**src/rtl/seq_pkg.sv**
```systemverilog
// seq_pkg: shared types and constants for the instruction sequencer.
// Holds the FSM state encoding, the opcode values and the opcode classes
// produced by instr_class_decode.
package seq_pkg;

  localparam int OPCODE_W = 4;

  // Opcode values found in ir[INSTR_W-1 -: OPCODE_W]
  localparam logic [OPCODE_W-1:0] OP_NOP   = 4'd0;
  localparam logic [OPCODE_W-1:0] OP_ALU   = 4'd1;
  localparam logic [OPCODE_W-1:0] OP_LOAD  = 4'd2;
  localparam logic [OPCODE_W-1:0] OP_STORE = 4'd3;
  localparam logic [OPCODE_W-1:0] OP_JMP   = 4'd4;
  localparam logic [OPCODE_W-1:0] OP_CMPJ  = 4'd5;
  localparam logic [OPCODE_W-1:0] OP_HALT  = 4'd15;

  typedef enum logic [2:0] {
    S_IDLE   = 3'd0,
    S_FETCH  = 3'd1,
    S_DECODE = 3'd2,
    S_EXEC   = 3'd3,
    S_UPDATE = 3'd4,
    S_HALTED = 3'd5
  } state_t;

  // What the sequencer does with an instruction after DECODE
  typedef enum logic [2:0] {
    CLS_NOP  = 3'd0,  // straight to UPDATE, PC += 1
    CLS_EXEC = 3'd1,  // ALU/LOAD/STORE: run the execute unit first
    CLS_JMP  = 3'd2,  // unconditional relative jump
    CLS_CMPJ = 3'd3,  // jump when cmp_flag is set
    CLS_HALT = 3'd4   // stop until reset
  } op_class_t;

endpackage

```
**src/rtl/instr_class_decode.sv**
```systemverilog
// instr_class_decode: combinational opcode-to-class mapping.
// Unknown opcodes fall into the NOP class so they simply advance the PC.
module instr_class_decode
  import seq_pkg::*;
(
  input  logic [OPCODE_W-1:0] opcode,
  output op_class_t           op_class
);

  // Map each opcode onto the class that steers the sequencer
  always_comb begin
    op_class = CLS_NOP;
    case (opcode)
      OP_ALU, OP_LOAD, OP_STORE: op_class = CLS_EXEC;
      OP_JMP:                    op_class = CLS_JMP;
      OP_CMPJ:                   op_class = CLS_CMPJ;
      OP_HALT:                   op_class = CLS_HALT;
      default:                   op_class = CLS_NOP;
    endcase
  end

endmodule

```
**src/rtl/instr_sequencer.sv**
```systemverilog
// instr_sequencer: multi-cycle fetch/decode/execute/update control FSM.
// Drives the PC counter with exactly one command per instruction in UPDATE.
// Optional feature macro SEQ_PERF_CNT_EN adds cycle_cnt / instr_cnt outputs.
//
// Handshakes: imem_req stays high for the whole FETCH state and the fetch
// completes on the first cycle imem_ack is sampled high with imem_req high;
// exec_start is a single-cycle pulse in the first EXEC cycle and the unit
// reports completion by holding exec_done high in any EXEC cycle.
module instr_sequencer
  import seq_pkg::*;
#(
  parameter int ADDR_W  = 11,
  parameter int INSTR_W = 16
) (
  input  logic               clk,
  input  logic               reset,
  input  logic               start,
  output logic               imem_req,
  input  logic               imem_ack,
  input  logic [INSTR_W-1:0] imem_data,
  output logic [INSTR_W-1:0] ir,
  output logic               exec_start,
  input  logic               exec_done,
  input  logic               cmp_flag,
  output logic               pc_enable,
  output logic               next_instr,
  output logic               jump,
  output logic               cmp_jump,
  output logic [ADDR_W-1:0]  jump_offset,
  output logic               busy,
  output logic               halted,
`ifdef SEQ_PERF_CNT_EN
  output logic [31:0]        cycle_cnt,
  output logic [31:0]        instr_cnt,
`endif
  output logic [2:0]         fsm_state
);

  state_t    state;
  state_t    state_next;
  op_class_t op_class;

  instr_class_decode u_decode (
    .opcode   (ir[INSTR_W-1 -: OPCODE_W]),
    .op_class (op_class)
  );

  // State register; reset abandons any fetch or execute in flight
  always_ff @(posedge clk) begin
    if (reset) state <= S_IDLE;
    else       state <= state_next;
  end

  // Next-state logic
  always_comb begin
    state_next = state;
    case (state)
      S_IDLE:   if (start) state_next = S_FETCH;
      S_FETCH:  if (imem_ack) state_next = S_DECODE;
      S_DECODE: begin
        case (op_class)
          CLS_EXEC: state_next = S_EXEC;
          CLS_HALT: state_next = S_HALTED;
          default:  state_next = S_UPDATE;
        endcase
      end
      S_EXEC:   if (exec_done) state_next = S_UPDATE;
      S_UPDATE: state_next = S_FETCH;
      S_HALTED: state_next = S_HALTED;
      default:  state_next = S_IDLE;
    endcase
  end

  // Instruction register loads on the accepted fetch cycle
  always_ff @(posedge clk) begin
    if (reset)                            ir <= '0;
    else if (state == S_FETCH && imem_ack) ir <= imem_data;
  end

  // exec_start is registered so it is high only in the first EXEC cycle
  always_ff @(posedge clk) begin
    if (reset) exec_start <= 1'b0;
    else       exec_start <= (state == S_DECODE) && (state_next == S_EXEC);
  end

  // Outputs decoded from the state register (and ir/cmp_flag in UPDATE)
  always_comb begin
    imem_req   = (state == S_FETCH);
    pc_enable  = (state == S_UPDATE);
    jump       = (state == S_UPDATE) && (op_class == CLS_JMP);
    cmp_jump   = (state == S_UPDATE) && (op_class == CLS_CMPJ) && cmp_flag;
    next_instr = (state == S_UPDATE) && !(op_class == CLS_JMP) &&
                 !((op_class == CLS_CMPJ) && cmp_flag);
    busy       = (state != S_IDLE) && (state != S_HALTED);
    halted     = (state == S_HALTED);
  end

  assign jump_offset = ir[ADDR_W-1:0];
  assign fsm_state   = state;

`ifdef SEQ_PERF_CNT_EN
  // Busy-cycle and retired-instruction counters, free-running modulo 2^32
  always_ff @(posedge clk) begin
    if (reset) begin
      cycle_cnt <= '0;
      instr_cnt <= '0;
    end else begin
      if (busy) cycle_cnt <= cycle_cnt + 32'd1;
      if ((state == S_UPDATE) || (state == S_DECODE && state_next == S_HALTED))
        instr_cnt <= instr_cnt + 32'd1;
    end
  end
`endif

endmodule

```
**config.mk**
```make
export PLATFORM = sky130hd
export DESIGN_NAME = instr_sequencer
export DESIGN_NICKNAME = d
export VERILOG_FILES = /design/src/rtl/seq_pkg.sv /design/src/rtl/instr_class_decode.sv /design/src/rtl/instr_sequencer.sv
export SDC_FILE = /design/constraint.sdc
export NUM_CORES = 1
export LEC_CHECK = 0
export CAP_MARGIN = 10
export CORE_MARGIN = 8
export CORE_UTILIZATION = 39
export DETAILED_ROUTE_END_ITERATION = 12
export GPL_TIMING_DRIVEN = 1
export PLACE_DENSITY_LB_ADDON = 0.12
export SLEW_MARGIN = 10
export SYNTH_ARGS = -nofsm -noshare
export SYNTH_HDL_FRONTEND = slang
export SYNTH_SLANG_ARGS = --single-unit
```
**constraint.sdc**
```tcl
create_clock -name clk -period 1.8 [get_ports clk]
set_input_delay 0.27 -clock clk [delete_from_list [all_inputs] [get_ports clk]]
set_output_delay 0.27 -clock clk [all_outputs]
set_load 0.05 [all_outputs]
```
# Yosys cells after proc, flatten, opt, wreduce, memory -nomap -nowiden
# Index checks and enable logic that the tools add are counted.
[classes]
mux = 6
reduce_logical = 14
n_eq_ne = 17
[ops]
columns = ["operator", "n"]
rows = [
  ["$pmux 3 s6", 1],
  ["$eq 3x2->1 const B", 5],
  ["$pmux 3 s4", 1],
  ["$eq 3x3->1 const B", 3],
  ["$logic_and 1x1->1", 9],
  ["$mux 3", 3],
  ["$eq 4x2->1 const B", 2],
  ["$eq 4x3->1 const B", 2],
  ["$eq 3x1->1 const B", 2],
  ["$pmux 3 s2", 1],
  ["$eq 4x1->1 const B", 1],
  ["$eq 4x4->1 const B", 1],
  ["$logic_not 3->1", 1],
  ["$ne 3x3->1 const B", 1],
  ["$reduce_bool 3->1", 1],
  ["$reduce_or 3->1", 1],
  ["$logic_not 1->1", 2],
]
[totals]
output_inout_bits = 38
ff_bits = 20
word_cells = 40
in_bits = 22

# Depth between registers and ports, before layout
[depth]
word_depth = 8
mapped_depth = 7
ltp_nobuf = 4

# By module
# Synthesis repeated with hierarchy kept, for this count alone.
[unflattened]
cells_unflattened = 126
area_unflattened_um2 = 1096.1
[modules_own_cells]
columns = ["module", "cells_each", "instances", "seq_area_each_um2", "area_per_inst_um2"]
rows = [
  ["instr_sequencer", 122, 1, 400.4, 1067.3],
  ["instr_class_decode", 4, 1, 0.0, 28.8],
]

# Worst setup path before layout
# No wires, ideal clock.
[synth_timing]
path_kind = "flip-flop to output port"
startpoint = "reg state[2] (netlist: fsm_state[2])"
endpoint = "out next_instr"
slack_ps = -1789
arrival_time_ps = 3319
stages_incl_launch_ff = 3
required_time_ps = 1530
path_buffers = 0
cell_sequence = "dfxtp_1 -> nor3b_1 -> a21boi_0"
[synth_via]
elab_chain_cells = 3
[synth_lines]
columns = ["item", "line", "text"]
rows = [
  ["from (decl)", "instr_sequencer.sv:39", "state_t state;"],
  ["from (signal assigned)", "instr_sequencer.sv:51", "else state <= state_next;"],
  ["$eq 3x3->1", "-", ""],
  ["named net pc_enable", "instr_sequencer.sv:25", "output logic pc_enable,"],
  ["$logic_and 1x1->1 (2 in a row)", "instr_sequencer.sv:92", "next_instr = (state == S_UPDATE) && !(op_class == CLS_JMP) &&"],
  ["to (decl)", "instr_sequencer.sv:26", "output logic next_instr,"],
]
# The timed path passes the listed nets, and every way through them passes these cells.

# Worst setup path in the final report
[layout_timing]
startpoint = "reg ir[6]"
endpoint = "out ir[6]"
[layout_rtl]
columns = ["item", "line", "text"]
rows = [
  ["from (decl)", "instr_sequencer.sv:21", "output logic [INSTR_W-1:0] ir,"],
  ["from (signal assigned)", "instr_sequencer.sv:77", "else if (state == S_FETCH && imem_ack) ir <= imem_data;"],
]
# No word-level cell between the ends.

==> impl_metrics.sql <==
INSERT INTO impl_metrics (metric_group, metric, value, unit) VALUES
('outcome', 'outcome', 'finished, final reports clean', ''),
('timing', 'setup-tns-final', '0', 'ps'),
('timing', 'max_clock_freq', '569', 'MHz'),
('global_routing', 'grt_pass1_vias', '975', ''),
('worst_setup_path', 'path_class', 'flip-flop to output port', ''),
('worst_setup_path', 'cp_startpoint_kind', 'flip-flop', ''),
('worst_setup_path', 'critical_path_peak_fanout', '3', ''),
('place', 'dpl-instance-area', '1580', 'um2'),
('clocking', 'cts_buffers', '3', ''),
('yosys', 'synth_nets', '142', ''),
('timing', 'relSlewSlack', '65.1', '%'),
('timing', 'clock_skew', '2.67', 'ps'),
('die', 'fp-row-count', '18', ''),
('place', 'place.gp.congestion', '0.716', ''),
('final_layout', 'final_core_util', '68.5', '%'),
('global_routing', 'globalRoute.totalOverflow', '0', ''),
('global_routing', 'grt-busiest-layer', 'met2', ''),
('route', 'vias_per_cell', '4.93', ''),
('timing', 'report.final.slew_viol_count', '0', ''),
('route', 'antenna_violating_nets_post_route', '0', ''),
('final_layout', 'fin_cells', '199', ''),
('place', 'place.detailed.instances', '195', ''),
('place', 'dpl_wire_length', '2150', 'um'),
('job', 'cap_violations', '0', ''),
('worst_setup_path', 'ff2ff_path_depth', '5', ''),
('clocking', 'clock_insertion_delay_at_the_later_pin_of_the_skew_report', '300', 'ps'),
('place', 'pre_cts_slack', '332', 'ps'),
('clocking', 'cts_sinks', '20', ''),
('worst_setup_path', 'timing.critical_path.to_type', 'output port', ''),
('timing', 'setup_slack', '41.1', 'ps'),
('timing', 'finalHoldViolCount', '0', ''),
('worst_setup_path', 'crit_required', '1530', 'ps'),
('yosys', 'mappedNetlistArea', '986', 'um2'),
('global_routing', 'track_usage', '12.8', '%'),
('yosys', 'postSynthAreaPerCell', '8.22', 'um2'),
('hold_path', 'min-delay-path-class', 'flip-flop to flip-flop', ''),
('route', 'routed_wire_length_per_instance', '14.0', 'um'),
('timing', 'post-route-min-period', '1760', 'ps'),
('worst_setup_path', 'worstPathBufferInverterCount', '1', ''),
('worst_setup_path', 'critical_path_cell_count', '1', ''),
('yosys', 'yosys_register_bits', '20', ''),
('final_layout', 'fin_nets', '192', ''),
('route', 'drt_drc_violations_left', '0', ''),
('die', 'die_w', '66.3', 'um'),
('final_layout', 'num_antenna_cells', '0', ''),
('route', 'num_vias', '981', ''),
('timing', 'grt_setup_unrepaired', 'no', ''),
('worst_setup_path', 'worst_path_dominant_cell_family', 'buffers and inverters', ''),
('clocking', 'clock_tree.htree_level_count', '1', ''),
('clocking', 'clk_root_buffer_cell', 'sky130_fd_sc_hd__clkbuf_4', ''),
('yosys', 'ys_warn_count', '0', ''),
('worst_setup_path', 'timing.critical_path.cells', 'clkdlybuf4s50_1', ''),
('power_and_ir_drop', 'post-layout-total-power', '1.24', 'mW'),
('final_layout', 'syn2layout_area_growth', '69.0', '%'),
('timing', 'holdWs', '478', 'ps'),
('final_layout', 'mostFrequentLayoutCell', 'sky130_fd_sc_hd__nand2_1', ''),
('yosys', 'synthDistinctLibCells', '25', ''),
('global_routing', 'grt_use_met3', '6.78', '%'),
('global_routing', 'grt_use_met2', '20.3', '%'),
('die', 'die_height', '66.3', 'um'),
('worst_setup_path', 'endpoint_arrival_time_on_the_critical_path', '1490', 'ps'),
('power_and_ir_drop', 'vdd.ir_drop.worst', '0.000640', 'V'),
('timing', 'worst-slew-pin-transition', '523', 'ps'),
('power_and_ir_drop', 'power.density', '742', 'nW/um2'),
('global_routing', 'number_of_antenna_violations_at_the_first_check_in_global_routing', '0', ''),
('global_routing', 'gr-usage-met1', '13.9', '%'),
('yosys', 'ys_seq_area_share', '40.6', '%'),
('final_layout', 'final_layout_size_suffix_gt1_share', '27.8', '%'),
('final_layout', 'highest_count_cells_in_the_layout_ignoring_fill_and_taps', 'sky130_fd_sc_hd__nand2_1 (35), sky130_fd_sc_hd__clkdlybuf4s50_1 (31), sky130_fd_sc_hd__dfxtp_1 (16), sky130_fd_sc_hd__buf_4 (14), sky130_fd_sc_hd__dlymetal6s2s_1 (12)', ''),
('place', 'i_o_buffers', '59', ''),
('die', 'standard_cell_core_area', '2430', 'um2');
-- per-layer routing --
metal,vias to the layer above,wire length (um)
li1,483,-
met1,458,1130
met2,36,1290
met3,4,322
met4,0,38
met5,-,0
-- state kept, by name, summed over array words and instances (netlist names) --
| register | flops |
|---|---|
| fsm_state | 3 |
| ir | 16 |
| exec_start | 1 |
-- power breakdown --
group	internal [mW]	leakage, nW	switching [mW]
registers	0.464	0.165	0.0300
clock network	0.225	0.0279	0.141
logic	0.152	0.620	0.226
total	0.841	0.813	0.396
-- kinds of logic after synthesis --
group                  share of synthesized area [%]
AOI/OAI and AO/OA                               19.3
buffers and inverters                           14.3
and+or+nand+nor                                 25.8
DFF                                             40.6
-- path summary, 6_finish.rpt --
check | start | to | slack (ps)
setup / recovery | ir[6] | ir[6] | 40
hold / removal | ir[0] | ir[0] | 480
hold reg to reg | ir[0] | ir[0] | 480
setup reg to reg | fsm_state[0] | ir[6] | 430
-- timing repair --
action                     in CTS  in global routing
setup buffers                   0                  0
hold buffers                    0                  0
setup endpoints to repair       1                 18
gates resized for setup         1                 13
-- cell usage after synthesis (all sizes together) --
| cell | n | share of area (%) |
|---|---|---|
| nor2 | 7 | 2.7 |
| and2 | 1 | 0.63 |
| a21o | 1 | 0.76 |
| a21oi | 19 | 13 |
| o31ai | 1 | 0.76 |
| nand2b | 3 | 1.9 |
| or3 | 1 | 0.63 |
| a2bb2oi | 1 | 0.89 |
| dfxtp | 20 | 41 |
| a41oi | 1 | 0.89 |
| a21boi | 1 | 0.76 |
| clkbuf | 3 | 1.1 |
| or2 | 2 | 1.3 |
| buf | 15 | 13 |
| nand2 | 37 | 14 |
| nor3 | 1 | 0.51 |
| o41ai | 1 | 0.89 |
| nor3b | 3 | 3.4 |
| nor4 | 1 | 0.63 |
| o22a | 1 | 0.89 |
-- final cells by class --
| type | instances | area [um2] |
|---|---|---|
| Fill cell | 226 | 766 |
| Timing Repair Buffer | 63 | 674 |
| Multi-Input combinational cell | 82 | 492 |
| Sequential cell | 20 | 410 |
| Tap cell | 30 | 37.5 |
| Clock inverter | 1 | 30.0 |
| Clock buffer | 3 | 22.5 |
No activity file was read; power rests on OpenSTA's default activity.
